## config.mk

```make
export PLATFORM = sky130hd
export DESIGN_NAME = melody_sequencer
export DESIGN_NICKNAME = d
export VERILOG_FILES = /design/src/rtl/melody_sequencer.sv
export SDC_FILE = /design/constraint.sdc
export NUM_CORES = 1
export LEC_CHECK = 0
export CAP_MARGIN = 20
export CORE_MARGIN = 3
export CORE_UTILIZATION = 45
export DETAILED_ROUTE_END_ITERATION = 7
export PLACE_DENSITY_LB_ADDON = 0.3
export SYNTH_ARGS = -nofsm -noshare
export SYNTH_HDL_FRONTEND = slang
export SYNTH_SLANG_ARGS = --single-unit
```

## constraint.sdc

```tcl
create_clock -name clk -period 6.63 [get_ports clk]
set_input_delay 0.663 -clock clk [delete_from_list [all_inputs] [get_ports clk]]
set_output_delay 0.663 -clock clk [all_outputs]
set_load 0.05 [all_outputs]
```

## src/rtl/melody_sequencer.sv

```systemverilog
// melody_sequencer: plays one of four ROM melodies as timed one-hot note enables for the buzzer stage.
module melody_sequencer #(
  parameter int BEAT_CYCLES = 6_250_000,
  parameter int GAP_CYCLES  = 500_000,
  parameter int CNT_W       = 28
) (
  input  logic       clk,
  input  logic       rst,
  input  logic       start,
  input  logic [1:0] melody_sel,
  input  logic       stop,
  output logic       note_do,
  output logic       note_re,
  output logic       note_mi,
  output logic       note_fa,
  output logic       note_sol,
  output logic       note_la,
  output logic       note_si,
  output logic       busy,
  output logic       done,
  output logic [3:0] note_idx
);
  typedef enum logic [2:0] {IDLE, FETCH, PLAY, GAP, DONE} state_t;
  localparam logic [CNT_W-1:0] BEAT     = CNT_W'(BEAT_CYCLES);
  localparam logic [CNT_W-1:0] GAP_LOAD = CNT_W'(GAP_CYCLES - 1);
  state_t           r_state, w_state;
  logic [1:0]       r_sel, w_sel;
  logic [3:0]       r_idx, w_idx;
  logic [CNT_W-1:0] r_cnt, w_cnt;
  logic [6:0]       r_notes, w_notes;
  logic             r_busy, r_done;
  logic [7:1]       w_rom;
  logic [2:0]       w_code;
  logic [3:0]       w_dur;
  logic [6:0]       w_onehot;
  logic [CNT_W-1:0] w_load;
  // ROM entry {code, dur}; the always-zero reserved bit 0 is not stored
  always_comb begin
    w_rom = '0;
    case ({r_sel, r_idx})
      6'd0:  w_rom = {3'd1, 4'd1};
      6'd1:  w_rom = {3'd3, 4'd1};
      6'd2:  w_rom = {3'd5, 4'd2};
      6'd16: w_rom = {3'd5, 4'd2};
      6'd17: w_rom = {3'd3, 4'd2};
      6'd18: w_rom = {3'd1, 4'd4};
      6'd32: w_rom = {3'd6, 4'd1};
      6'd33: w_rom = {3'd0, 4'd1};
      6'd34: w_rom = {3'd6, 4'd1};
      6'd35: w_rom = {3'd0, 4'd1};
      6'd48: w_rom = {3'd2, 4'd1};
      6'd49: w_rom = {3'd4, 4'd1};
      6'd50: w_rom = {3'd7, 4'd1};
      default: w_rom = '0;
    endcase
  end
  assign w_code   = w_rom[7:5];
  assign w_dur    = w_rom[4:1];
  assign w_onehot = (w_code == 3'd0) ? 7'd0 : 7'(7'd1 << (w_code - 3'd1));
  assign w_load   = {{(CNT_W-4){1'b0}}, w_dur} * BEAT - CNT_W'(1);
  always_comb begin
    w_state = r_state;
    w_sel   = r_sel;
    w_idx   = r_idx;
    w_cnt   = r_cnt;
    w_notes = r_notes;
    if (stop) begin
      w_state = IDLE;
      w_idx   = '0;
      w_cnt   = '0;
      w_notes = '0;
    end else begin
      case (r_state)
        IDLE: if (start) begin
          w_sel   = melody_sel;
          w_idx   = '0;
          w_state = FETCH;
        end
        FETCH: if (w_dur == 4'd0) w_state = DONE;
        else begin
          w_cnt   = w_load;
          w_notes = w_onehot;
          w_state = PLAY;
        end
        PLAY: if (r_cnt == '0) begin
          w_notes = '0;
          w_cnt   = GAP_LOAD;
          w_state = GAP;
        end else w_cnt = r_cnt - CNT_W'(1);
        GAP: if (r_cnt == '0) begin
          w_state = (r_idx == 4'd15) ? DONE : FETCH;
          w_idx   = (r_idx == 4'd15) ? r_idx : r_idx + 4'd1;
        end else w_cnt = r_cnt - CNT_W'(1);
        DONE:    w_state = IDLE;
        default: w_state = IDLE;
      endcase
    end
  end
  always_ff @(posedge clk or posedge rst) begin
    if (rst) begin
      r_state <= IDLE;
      r_sel   <= '0;
      r_idx   <= '0;
      r_cnt   <= '0;
      r_notes <= '0;
      r_busy  <= 1'b0;
      r_done  <= 1'b0;
    end else begin
      r_state <= w_state;
      r_sel   <= w_sel;
      r_idx   <= w_idx;
      r_cnt   <= w_cnt;
      r_notes <= w_notes;
      r_busy  <= (w_state != IDLE);
      r_done  <= (w_state == DONE);
    end
  end
  assign {note_si, note_la, note_sol, note_fa, note_mi, note_re, note_do} = r_notes;
  assign busy     = r_busy;
  assign done     = r_done;
  assign note_idx = r_idx;
endmodule

```

==> results_dict.tcl <==
set metrics [dict create \
    synthAdderAreaFrac 0.0917 \
    arrival_ps 5420 \
    synth_top_area_frac 0.276 \
    yosysMostFrequentCell "nor2_1" \
    cts_buffers 5 \
    p_leak_nw 1.87 \
    max_freq_mhz 191 \
    syn-num-nets 546 \
    rsz0062_at_grt "no" \
    status "finished clean" \
    hp-class "reg -> reg" \
    yosys.area_share.simple 0.254 \
    num_rows 34 \
    worstPathRequired_ps 6820 \
    hp-start "r_notes[3]$_DFFE_PP0P_" \
    layout-drive-gt1-share 0.0930 \
    synth_top_family_by_area "compound AO/OA/AOI/OAI gates" \
    synth_cell_type_count 84 \
    tns_ps 0 \
    drv_cap 0 \
    yosys.area.top_type "dfrtp_1" \
    die_x_um 102 \
    antenna_found_initial 0 \
    coreArea_um2 8850 \
    power.density_nw_per_um2 363 \
    final.setup_skew_ps 10.9 \
    synth_compound_area_frac 0.263 \
    grt_overflow 0 \
    cp-start-kind "register" \
    ys_ff_latch 46 \
    h-tree-depth 2 \
    synthTopCellsByArea "dfrtp_1 (28%), ha_1 (8.7%), nor2_1 (4.7%)" \
    worst_setup_path_end_kind "register" \
    cp_max_fo 12 \
    yosys_warnings 0 \
    firstDrtPassIters 5 \
    synth-xor-area-share 0.0315 \
    cts.sinks 46 \
    drtIter0Drc 339 \
    dp_slack_ps 1480 \
    final.period_utilization 0.789 \
    layout.nets 551 \
    postRouteAntennaNets 0 \
    vias 3971 \
    power_w 0.00163 \
    dieArea_um2 10500 \
    critPathLaunch "note_idx[0]$_DFFE_PP0P_" \
    worst_pin_slew_ps 1050 \
    initial_core_util 0.472 \
    grt_pass1_vias 3794 \
    io_buffers 18 \
    cts_root_buf "clkbuf_8" \
    ys_async_sr_fraction 1.00 \
    grt_start_max_net_pins 47 \
    cts_tree "yes" \
    critPathKind "reg -> reg" \
    ys_seq_area_frac 0.276 \
    cts_resized 0 \
    die_h_um 102 \
    num_antenna_cells 0 \
    clock_latency_ps 310 \
    track_usage 0.223 \
    area_growth_pct 7.79 \
    synth-edff-count 0 \
    synth_mux_area_frac 0.0258 \
    ctsHoldBuffers 0 \
    hpwl_um 8240 \
    gp_congestion 0.973 \
    r2r-start "note_idx[0]$_DFFE_PP0P_" \
    relSlewSlack 0.299 \
    finalSetupViolations 0 \
    wirelength_um 11300 \
    ys_dominant_reg_cell "dfrtp_1" \
    hold_violations 0 \
    drc 0 \
    clock_path_buffers 2 \
    fin_hold_ws_ps 490 \
    peakVddDrop_mv 0.155 \
    synth_area_um2 4180 \
    wire_per_inst_um 18.1 \
    vias_per_cell 6.36 \
    synth_commonest_cells "nor2_1 (52), dfrtp_1 (46), nand2_1 (44)" \
    pin_count 19 \
    grt_pass1_wl_um 18900 \
    fin_ws_ps 1400 \
    period_needed_ps 5230 \
    synthCells 510 \
    path_clk_slew_ps 90 \
    avgSynthCellArea_um2 8.19 \
    maxSlewViolCount 0 \
    cts_setup_buffers 0 \
]
## worst max-delay path, stage by stage (launching register included)
cell and delay, ps:
dfrtp_1 480, ha_1 250, inv_1 60, ha_1 150
and2_1 130, o21ai_1 100, a21oi_1 830, ha_1 360
ha_1 280, inv_1 80, fa_1 430, nand4b_1 310
a21o_1 250, a211oi_2 390, o2111ai_1 240, nor4_1 430
mux2i_1 240, o311ai_1 110
## metrics by stage
step           area (um^2)   util  cells
6_report              4500  0.509    624
5_1_grt               4500  0.509    624
4_1_cts               4480  0.506    622
3_5_place_dp          4360  0.493    614
3_3_place_gp          4360  0.493    614
2_1_floorplan         4180      -    510
## flip-flops by register name, summed over array words and instances (netlist names)
name	flops
busy	1
done	1
note_idx	4
r_cnt	28
r_notes	7
r_sel	2
r_state	3
## layout make-up
type	count	area, um^2
clock buffer	5	68.8
clock inverter	3	43.8
fill	854	4350
inverter	27	101
multi-input combinational	413	2780
sequential	46	1150
tap	108	135
timing repair buffer	22	220
## where the power goes
part / switching (W) / internal, W
sequential: 0.0000658 / 0.000334
combinational: 0.000646 / 0.000366
clock: 0.000109 / 0.000113
## kinds of logic (layout without fill, tap and decap cells)
kind of cell | count (synthesis) | in the layout
buffers and inverters | 51 | 57
AND/OR/NAND/NOR | 195 | 195
XOR/XNOR | 15 | 15
adder cells (fa/ha/maj) | 30 | 30
multiplexers | 9 | 9
AO/OA/AOI/OAI | 164 | 164
flip-flops | 46 | 46
## layout by cell type (no fill, tap or decap), types with 3 or more instances in the layout
cell and count:
nor2_1 52, dfrtp_1 46, nand2_1 44, a21oi_1 38
o21ai_0 36, ha_1 29, inv_1 26, nor3_1 18
clkdlybuf4s50_1 18, nand3_1 12, nand4_1 9, a211oi_1 9
xnor2_1 8, xor2_1 7, o21a_1 7, o31ai_1 7
or2_2 6, a31oi_1 6, nor4_1 6, o22ai_1 6
nand2b_1 6, nor3b_1 5, a21o_1 5, o41ai_1 5
a22o_1 5, o21ai_1 5, clkbuf_8 5, and2_1 4
mux2i_1 4, or3_1 4, nor4_2 3, and4_1 3
and3_1 3, o211ai_1 3, mux2_2 3, a221oi_1 3
## routing by layer
metal / track usage / part of all wire / vias to the layer above
met1: 0.315 / 0.45 / 1909
met2: 0.352 / 0.46 / 143
met4: 0.0767 / 0.020 / 0
li1: - / - / 1900
met3: 0.0280 / 0.061 / 19
met5: 0 / 0 / -
## worst paths after layout
path | to | slack, ps | depth (start not counted)
min in group asynchronous | r_cnt[9]$_DFFE_PP0P_ | 700 | 2
min | r_notes[3]$_DFFE_PP0P_ | 490 | 2
max reg2reg | r_cnt[25]$_DFFE_PP0P_ | 1400 | 17
max in group asynchronous | r_cnt[25]$_DFFE_PP0P_ | 5420 | 3
max | r_cnt[25]$_DFFE_PP0P_ | 1400 | 17
min reg2reg | r_notes[3]$_DFFE_PP0P_ | 490 | 2
No activity file was read; power rests on OpenSTA's default activity.
